### src/rtl/cdb_arbiter_pkg.sv
// Shared CDB definitions: packet layout, widths and default requester count.
// Imported by the arbiter, its interface, and downstream ROB/RS consumers.
package cdb_arbiter_pkg;

    localparam int XLEN        = 32;
    localparam int ROB_TAG_LEN = 5;
    localparam int CDB_NUM_REQ = 4;

    typedef struct packed {
        logic                   valid;
        logic [ROB_TAG_LEN-1:0] rob_tag;
        logic [XLEN-1:0]        data;
        logic [XLEN-1:0]        target_pc;
        logic                   mispredict;
    } CDB_PACKET;

endpackage

### src/rtl/cdb_arbiter_if.sv
// Requester-side payload bundle plus the registered CDB broadcast.
// master = functional units side, slave = arbiter side.
interface cdb_arbiter_if
    import cdb_arbiter_pkg::*;
#(
    parameter int NUM_REQ = CDB_NUM_REQ
);
    logic [NUM_REQ-1:0]                  req;
    logic [NUM_REQ-1:0][ROB_TAG_LEN-1:0] req_rob_tag;
    logic [NUM_REQ-1:0][XLEN-1:0]        req_data;
    logic [NUM_REQ-1:0][XLEN-1:0]        req_target_pc;
    logic [NUM_REQ-1:0]                  req_mispredict;
    logic [NUM_REQ-1:0]                  grant;

    logic                   cdb_valid;
    logic [ROB_TAG_LEN-1:0] cdb_rob_tag;
    logic [XLEN-1:0]        cdb_data;
    logic [XLEN-1:0]        cdb_target_pc;
    logic                   cdb_mispredict;

    modport master (
        output req, req_rob_tag, req_data, req_target_pc, req_mispredict,
        input  grant, cdb_valid, cdb_rob_tag, cdb_data, cdb_target_pc, cdb_mispredict
    );

    modport slave (
        input  req, req_rob_tag, req_data, req_target_pc, req_mispredict,
        output grant, cdb_valid, cdb_rob_tag, cdb_data, cdb_target_pc, cdb_mispredict
    );
endinterface

### src/rtl/cdb_arbiter_rr_priority_picker.sv
// Find-first-set starting at ptr with wrap; one-hot grant plus winner index.
// Latency: combinational. Backpressure: none, pure selection logic.
module rr_priority_picker #(
    parameter int NUM_REQ = 4,
    parameter int PTR_LEN = $clog2(NUM_REQ)
) (
    input  logic [NUM_REQ-1:0] i_req,
    input  logic [PTR_LEN-1:0] i_ptr,
    output logic [NUM_REQ-1:0] o_grant,
    output logic [PTR_LEN-1:0] o_idx,
    output logic               o_found
);
    int                 ci;
    logic [PTR_LEN-1:0] w_pos;

    // Explicit wrap instead of modulo so non-power-of-two NUM_REQ works.
    always_comb begin
        o_grant = '0;
        o_idx   = '0;
        o_found = 1'b0;
        ci      = 0;
        w_pos   = '0;
        for (int k = 0; k < NUM_REQ; k++) begin
            ci = int'(i_ptr) + k;
            if (ci >= NUM_REQ) ci = ci - NUM_REQ;
            w_pos = PTR_LEN'(ci);
            if (!o_found && i_req[w_pos]) begin
                o_found        = 1'b1;
                o_idx          = w_pos;
                o_grant[w_pos] = 1'b1;
            end
        end
    end
endmodule

### src/rtl/cdb_arbiter.sv
// Round-robin CDB arbiter (optional CDB_MISPREDICT_PRIORITY_EN); grant same cycle, broadcast next cycle.
// Backpressure: requesters hold req/payload until granted; flush squashes the grant.
module cdb_arbiter
    import cdb_arbiter_pkg::*;
#(
    parameter int NUM_REQ = CDB_NUM_REQ,
    parameter int PTR_LEN = $clog2(NUM_REQ)
) (
    input  logic          clk,
    input  logic          reset_n,
    input  logic          flush,
    cdb_arbiter_if.slave  bus
);
    logic [PTR_LEN-1:0] r_rr_ptr;
    CDB_PACKET          r_pkt;

    logic [NUM_REQ-1:0] w_rr_grant;
    logic [PTR_LEN-1:0] w_rr_idx;
    logic               w_rr_found;
    logic [NUM_REQ-1:0] w_sel_grant;
    logic [PTR_LEN-1:0] w_sel_idx;
    logic               w_sel_found;
    logic               w_win_vld;
    logic [PTR_LEN-1:0] w_next_ptr;

    rr_priority_picker #(
        .NUM_REQ (NUM_REQ),
        .PTR_LEN (PTR_LEN)
    ) u_picker (
        .i_req   (bus.req),
        .i_ptr   (r_rr_ptr),
        .o_grant (w_rr_grant),
        .o_idx   (w_rr_idx),
        .o_found (w_rr_found)
    );

`ifdef CDB_MISPREDICT_PRIORITY_EN
    logic [NUM_REQ-1:0] w_mp_req;
    logic [NUM_REQ-1:0] w_mp_grant;
    logic [PTR_LEN-1:0] w_mp_idx;
    logic               w_mp_found;

    assign w_mp_req   = bus.req & bus.req_mispredict;
    assign w_mp_grant = w_mp_req & (~w_mp_req + NUM_REQ'(1));
    assign w_mp_found = |w_mp_req;

    // Descending scan so the lowest mispredicting index is the last one written.
    always_comb begin
        w_mp_idx = '0;
        for (int i = NUM_REQ - 1; i >= 0; i--) begin
            if (w_mp_req[i]) w_mp_idx = PTR_LEN'(i);
        end
    end

    assign w_sel_grant = w_mp_found ? w_mp_grant : w_rr_grant;
    assign w_sel_idx   = w_mp_found ? w_mp_idx   : w_rr_idx;
    assign w_sel_found = w_mp_found | w_rr_found;
`else
    assign w_sel_grant = w_rr_grant;
    assign w_sel_idx   = w_rr_idx;
    assign w_sel_found = w_rr_found;
`endif

    assign w_win_vld  = w_sel_found & ~flush & reset_n;
    assign w_next_ptr = (w_sel_idx == PTR_LEN'(NUM_REQ - 1)) ? '0 : w_sel_idx + PTR_LEN'(1);
    assign bus.grant  = w_win_vld ? w_sel_grant : '0;

    always_ff @(posedge clk or negedge reset_n) begin
        if (!reset_n) begin
            r_rr_ptr <= '0;
            r_pkt    <= '0;
        end else if (w_win_vld) begin
            r_rr_ptr        <= w_next_ptr;
            r_pkt.valid     <= 1'b1;
            r_pkt.rob_tag   <= bus.req_rob_tag[w_sel_idx];
            r_pkt.data      <= bus.req_data[w_sel_idx];
            r_pkt.target_pc <= bus.req_target_pc[w_sel_idx];
            r_pkt.mispredict <= bus.req_mispredict[w_sel_idx];
        end else begin
            r_pkt.valid <= 1'b0;
        end
    end

    assign bus.cdb_valid      = r_pkt.valid;
    assign bus.cdb_rob_tag    = r_pkt.rob_tag;
    assign bus.cdb_data       = r_pkt.data;
    assign bus.cdb_target_pc  = r_pkt.target_pc;
    assign bus.cdb_mispredict = r_pkt.mispredict;
endmodule

### src/flat_wrapper.sv
// flat-port wrapper written by rule: the top's interface ports become plain ports
module cdb_arbiter_flat import cdb_arbiter_pkg::*;
#(
    parameter int NUM_REQ = CDB_NUM_REQ,
    parameter int PTR_LEN = $clog2(NUM_REQ)
)
  (clk, reset_n, flush, bus_req, bus_req_rob_tag, bus_req_data, bus_req_target_pc, bus_req_mispredict, bus_grant, bus_cdb_valid, bus_cdb_rob_tag, bus_cdb_data, bus_cdb_target_pc, bus_cdb_mispredict);
  cdb_arbiter_if #(.NUM_REQ(NUM_REQ)) bus_i ();
  input  logic clk;
  input  logic reset_n;
  input  logic flush;
  input wire logic [$bits(bus_i.req)-1:0] bus_req;
  input wire logic [$bits(bus_i.req_rob_tag)-1:0] bus_req_rob_tag;
  input wire logic [$bits(bus_i.req_data)-1:0] bus_req_data;
  input wire logic [$bits(bus_i.req_target_pc)-1:0] bus_req_target_pc;
  input wire logic [$bits(bus_i.req_mispredict)-1:0] bus_req_mispredict;
  output wire logic [$bits(bus_i.grant)-1:0] bus_grant;
  output wire logic [$bits(bus_i.cdb_valid)-1:0] bus_cdb_valid;
  output wire logic [$bits(bus_i.cdb_rob_tag)-1:0] bus_cdb_rob_tag;
  output wire logic [$bits(bus_i.cdb_data)-1:0] bus_cdb_data;
  output wire logic [$bits(bus_i.cdb_target_pc)-1:0] bus_cdb_target_pc;
  output wire logic [$bits(bus_i.cdb_mispredict)-1:0] bus_cdb_mispredict;
  assign bus_i.req = bus_req;
  assign bus_i.req_rob_tag = bus_req_rob_tag;
  assign bus_i.req_data = bus_req_data;
  assign bus_i.req_target_pc = bus_req_target_pc;
  assign bus_i.req_mispredict = bus_req_mispredict;
  assign bus_grant = bus_i.grant;
  assign bus_cdb_valid = bus_i.cdb_valid;
  assign bus_cdb_rob_tag = bus_i.cdb_rob_tag;
  assign bus_cdb_data = bus_i.cdb_data;
  assign bus_cdb_target_pc = bus_i.cdb_target_pc;
  assign bus_cdb_mispredict = bus_i.cdb_mispredict;
  cdb_arbiter #(.NUM_REQ(NUM_REQ), .PTR_LEN(PTR_LEN)) u_core (.clk(clk), .reset_n(reset_n), .flush(flush), .bus(bus_i));
endmodule
### config.mk
export PLATFORM = sky130hd
export DESIGN_NAME = cdb_arbiter_flat
export DESIGN_NICKNAME = d
export VERILOG_FILES = /design/src/rtl/cdb_arbiter_pkg.sv /design/src/rtl/cdb_arbiter_if.sv /design/src/rtl/cdb_arbiter_rr_priority_picker.sv /design/src/rtl/cdb_arbiter.sv /design/src/flat_wrapper.sv
export SDC_FILE = /design/constraint.sdc
export NUM_CORES = 1
export LEC_CHECK = 0
export CAP_MARGIN = 15
export CORE_AREA = 3 3 139 141
export DETAILED_ROUTE_END_ITERATION = 10
export DIE_AREA = 0 0 142 144
export PLACE_DENSITY = 0.8
export RECOVER_POWER = 100
export SLEW_MARGIN = 20
export SYNTH_ARGS = -nofsm -noshare
export SYNTH_HDL_FRONTEND = slang
export SYNTH_SLANG_ARGS = --single-unit
export TNS_END_PERCENT = 1
### constraint.sdc
create_clock -name clk -period 6.27 [get_ports clk]
set_input_delay 0.9405 -clock clk [delete_from_list [all_inputs] [get_ports clk]]
set_output_delay 0.9405 -clock clk [all_outputs]
set_load 0.05 [all_outputs]
==> flow_summary.toml <==
[grt]
number_of_antenna_violations_at_the_first_check_in_global_routing = 0
overall_global_routing_resource_usage_pct = 21.7
grt_pass1_vias = 6313
global_route.usage.met2_pct = 37.9
grtUsageMet1_pct = 27.9
grt_first_pass_wirelength_mm = 35.1
grt_max_degree = 75
global_route.overflow_total = 0
grt.met3_usage_pct = 5.16
gr-max-usage-layer = "met2"

[timing]
fin_crit_sh_pct = 83.7
final.min_clock_period_ns = 5.25
grt_setup_unrepaired = "false"
worst_clock_skew_ns = 0.00445
max_clock_freq_mhz = 191
setup_total_neg_slack_ns = 0
hold_violation_count_in_the_final_report = 0
number_of_setup_violations_in_the_final_report = 0
timing.max_slew.rel_slack_pct = -50.0
maxSlewViolCount = 150
tightestPinTransition_ns = 2.25

[detailed_routing]
wire_per_inst_um = 19.9
post-route-drc-count = 0
drt_iter0_markers = 284
dr_total_vias = 6621
drt_first_pass_iters = 5
drt-total-wl_mm = 23.6
vias_per_cell = 5.58
drtAntennaViolNets = 0

[logic_synthesis]
post_synthesis_mux_area_share_pct = 23.9
synth_top_family_by_area = "compound AO/OA/AOI/OAI gates"
synth_enable_flop_cells = 0
synth_simple_gate_area_share_pct = 6.44
yosys_most_used_dff = "sky130_fd_sc_hd__dfrtp_1"
syn_area_mm2 = 0.00625
synth.net_count = 939
parity_gate_share_of_the_synthesized_area_counting_xor_and_xnor_cells_pct = 0.140
synth_warnings = 0
ys_types = 39
syn_area_per_cell_um2 = 9.71
postSynthRegisterBits = 73
synthAdderAreaFrac_pct = 1.60
fraction_of_synthesis_flops_using_an_asynchronous_set_or_reset_pin_pct = 100
ys_seq_area_share_pct = 29.2
share_of_the_synthesized_area_in_compound_gates_ao_oa_aoi_oai_pct = 30.9
count_of_mapped_cells_out_of_synthesis = 644

[worst_setup_path]
worst_setup_path_start_kind = "flop"
worstPathMaxFanout = 20
worst_path_arrival_time_ns = 4.31
rrSetupSlack_ns = 1.35
r2r.worst_path.cells = 9
beginning_of_the_worst_register_to_register_path = "u_core.r_rr_ptr[0]"
critPathRequiredTime_ns = 5.33
critPathLaunch = "u_core.r_rr_ptr[0]"
end_kind = "primary output"
critical_path_class = "reg -> out"

[finish]
fin_nets = 1248
synthesis_to_finish_area_growth_pct = 62.6
drive_gt1_share_pct = 3.97
utilization_pct = 56.2

[floorplan]
die-width_um = 142
ioPinCount = 362
die_area_mm2 = 0.0204
chipHeight_um = 144
initial_utilization_pct = 34.6
floorplan.core_area_mm2 = 0.0181
row_count = 49

[cts]
cts_bufs_inserted = 9
clk_latency_ns = 0.33
cts_resized = 0
cts_tree = "done"
clkSlewWorstSetupHoldPaths_ns = 0.06
postCtsHoldBufs = 0
max-clock-path-buffers = 2
cts.repair_timing.setup_buffer_count = 0
cts_num_sinks = 73
cts-root-buf = "sky130_fd_sc_hd__clkbuf_16"
clock_tree.htree_level_count = 3

[pwr]
p_per_area_mw_per_mm2 = 514
leakage_nw = 4.12
p_total_mw = 5.23
vdd_ir_drop_max_uv = 363

[run]
max_cap_violations = 3

[min_path]
whs_path_depth = 2
holdCritPathClass = "reg -> reg"
timing.hold.worst.start = "u_core.bus.cdb_target_pc[15]"

[outcome]
run_status = "finished, violations left"
failed_checks = "capacitance limit, slew limit"

[placement]
gp_routability_congestion = 0.865
detailed_place_hpwl_mm = 17.3
placement.io_buffers = 361
metal layers:
metal | share of wire (%) | up-vias
met3 | 6.8 | 9
met5 | 0 | -
met4 | 0.70 | 0
met2 | 50 | 265
met1 | 42 | 3146
li1 | - | 3201
cell usage after synthesis, types with 2 or more instances:
cell / instances / area [um^2]
sky130_fd_sc_hd__a221oi_1: 4 / 35.0
sky130_fd_sc_hd__nor2b_1: 3 / 18.8
sky130_fd_sc_hd__ha_1: 8 / 100
sky130_fd_sc_hd__o21a_1: 70 / 526
sky130_fd_sc_hd__clkbuf_1: 42 / 158
sky130_fd_sc_hd__nand2_1: 76 / 285
sky130_fd_sc_hd__buf_12: 8 / 160
sky130_fd_sc_hd__nor2_1: 11 / 41.3
sky130_fd_sc_hd__buf_1: 2 / 7.51
sky130_fd_sc_hd__buf_6: 2 / 22.5
sky130_fd_sc_hd__o22ai_1: 2 / 12.5
sky130_fd_sc_hd__inv_1: 3 / 11.3
sky130_fd_sc_hd__a22oi_1: 4 / 30.0
sky130_fd_sc_hd__dfrtp_1: 73 / 1830
sky130_fd_sc_hd__mux2i_1: 145 / 1450
sky130_fd_sc_hd__a31oi_1: 2 / 12.5
sky130_fd_sc_hd__nor3_1: 3 / 15.0
sky130_fd_sc_hd__o221ai_1: 140 / 1230
sky130_fd_sc_hd__buf_4: 3 / 22.5
sky130_fd_sc_hd__buf_2: 20 / 100
sky130_fd_sc_hd__o21ai_0: 4 / 20.0
sky130_fd_sc_hd__mux4_2: 2 / 45.0
path summary, 6_finish.rpt:
check	endpoint
min in group asynchronous	u_core.bus.cdb_target_pc[11]
min reg2reg	u_core.bus.cdb_target_pc[15]
max	bus_grant[0]
max reg2reg	u_core.bus.cdb_data[13]
min	u_core.bus.cdb_target_pc[15]
max in group asynchronous	u_core.bus.cdb_target_pc[10]
cell usage in the layout (no fill, tap or decap), drive strengths merged, types with 2 or more instances in the layout:
cell / count
mux2i: 145
nand2: 76
mux4: 2
buf: 12
dfrtp: 73
o21ai: 4
nor2: 11
a22oi: 4
clkbuf: 13
clkdlybuf4s50: 285
a31oi: 2
bufinv: 3
o221ai: 140
dlygate4sd3: 75
clkinv: 3
o22ai: 2
nor3: 3
o21a: 70
or2: 2
inv: 3
nor2b: 3
ha: 8
a221oi: 4
a21oi: 3
kinds of logic (layout without fill, tap and decap cells):
kind of cell / count (synthesis) / after routing
compound gates: 234 / 234
xor+xnor: 1 / 1
fa+ha+maj: 8 / 8
buf+inv: 81 / 394
flops: 73 / 73
mux: 147 / 147
other cells: 0 / 1
simple gates: 100 / 100
critical path, stage by stage, from the launching register on:
cell and delay [ns]:
sky130_fd_sc_hd__dfrtp_1 0.79, sky130_fd_sc_hd__clkinv_1 0.48, sky130_fd_sc_hd__ha_1 0.50, sky130_fd_sc_hd__mux4_2 0.37, sky130_fd_sc_hd__nor2b_1 0.52, sky130_fd_sc_hd__a22oi_1 0.15, sky130_fd_sc_hd__nor2_1 0.13, sky130_fd_sc_hd__a221oi_1 0.06
sky130_fd_sc_hd__nor2_1 0.11, sky130_fd_sc_hd__dlygate4sd3_1 0.87
area by class of cell:
| type | count | area, um^2 |
|---|---|---|
| fillers | 1589 | 7920 |
| multi-input cells | 490 | 3970 |
| repair buffers | 375 | 3730 |
| flip-flops and latches | 73 | 1830 |
| well taps | 229 | 287 |
| clock buffers | 10 | 239 |
| clock inverters | 5 | 104 |
| inverters | 4 | 15.0 |
| diodes | 1 | 2.50 |
through the flow:
step                instances  instance area (um^2)  hold WS [ns]  worst slack [ns]
floorplan                 644                  6250         0.645              2.56
global placement         1171                  9830         0.468              1.45
detailed placement       1171                  9830         0.472              1.45
CTS                      1186                 10200         0.488              1.08
global route             1186                 10200         0.497             0.630
finish                   1187                 10200         0.480              1.02
power breakdown:
group | switching (mW) | internal (mW) | leakage, nW
logic | 2.30 | 1.49 | 3.05
clock network | 0.204 | 0.398 | 0.169
registers | 0.141 | 0.690 | 0.910
sequential cells by signal, summed over array words and instances, names as in the netlist:
signal,count
u_core.bus.cdb_data,32
u_core.bus.cdb_target_pc,32
u_core.bus.cdb_rob_tag,5
u_core.r_rr_ptr,2
u_core.bus.cdb_mispredict,1
u_core.bus.cdb_valid,1
(Power assumes the default switching activity.)
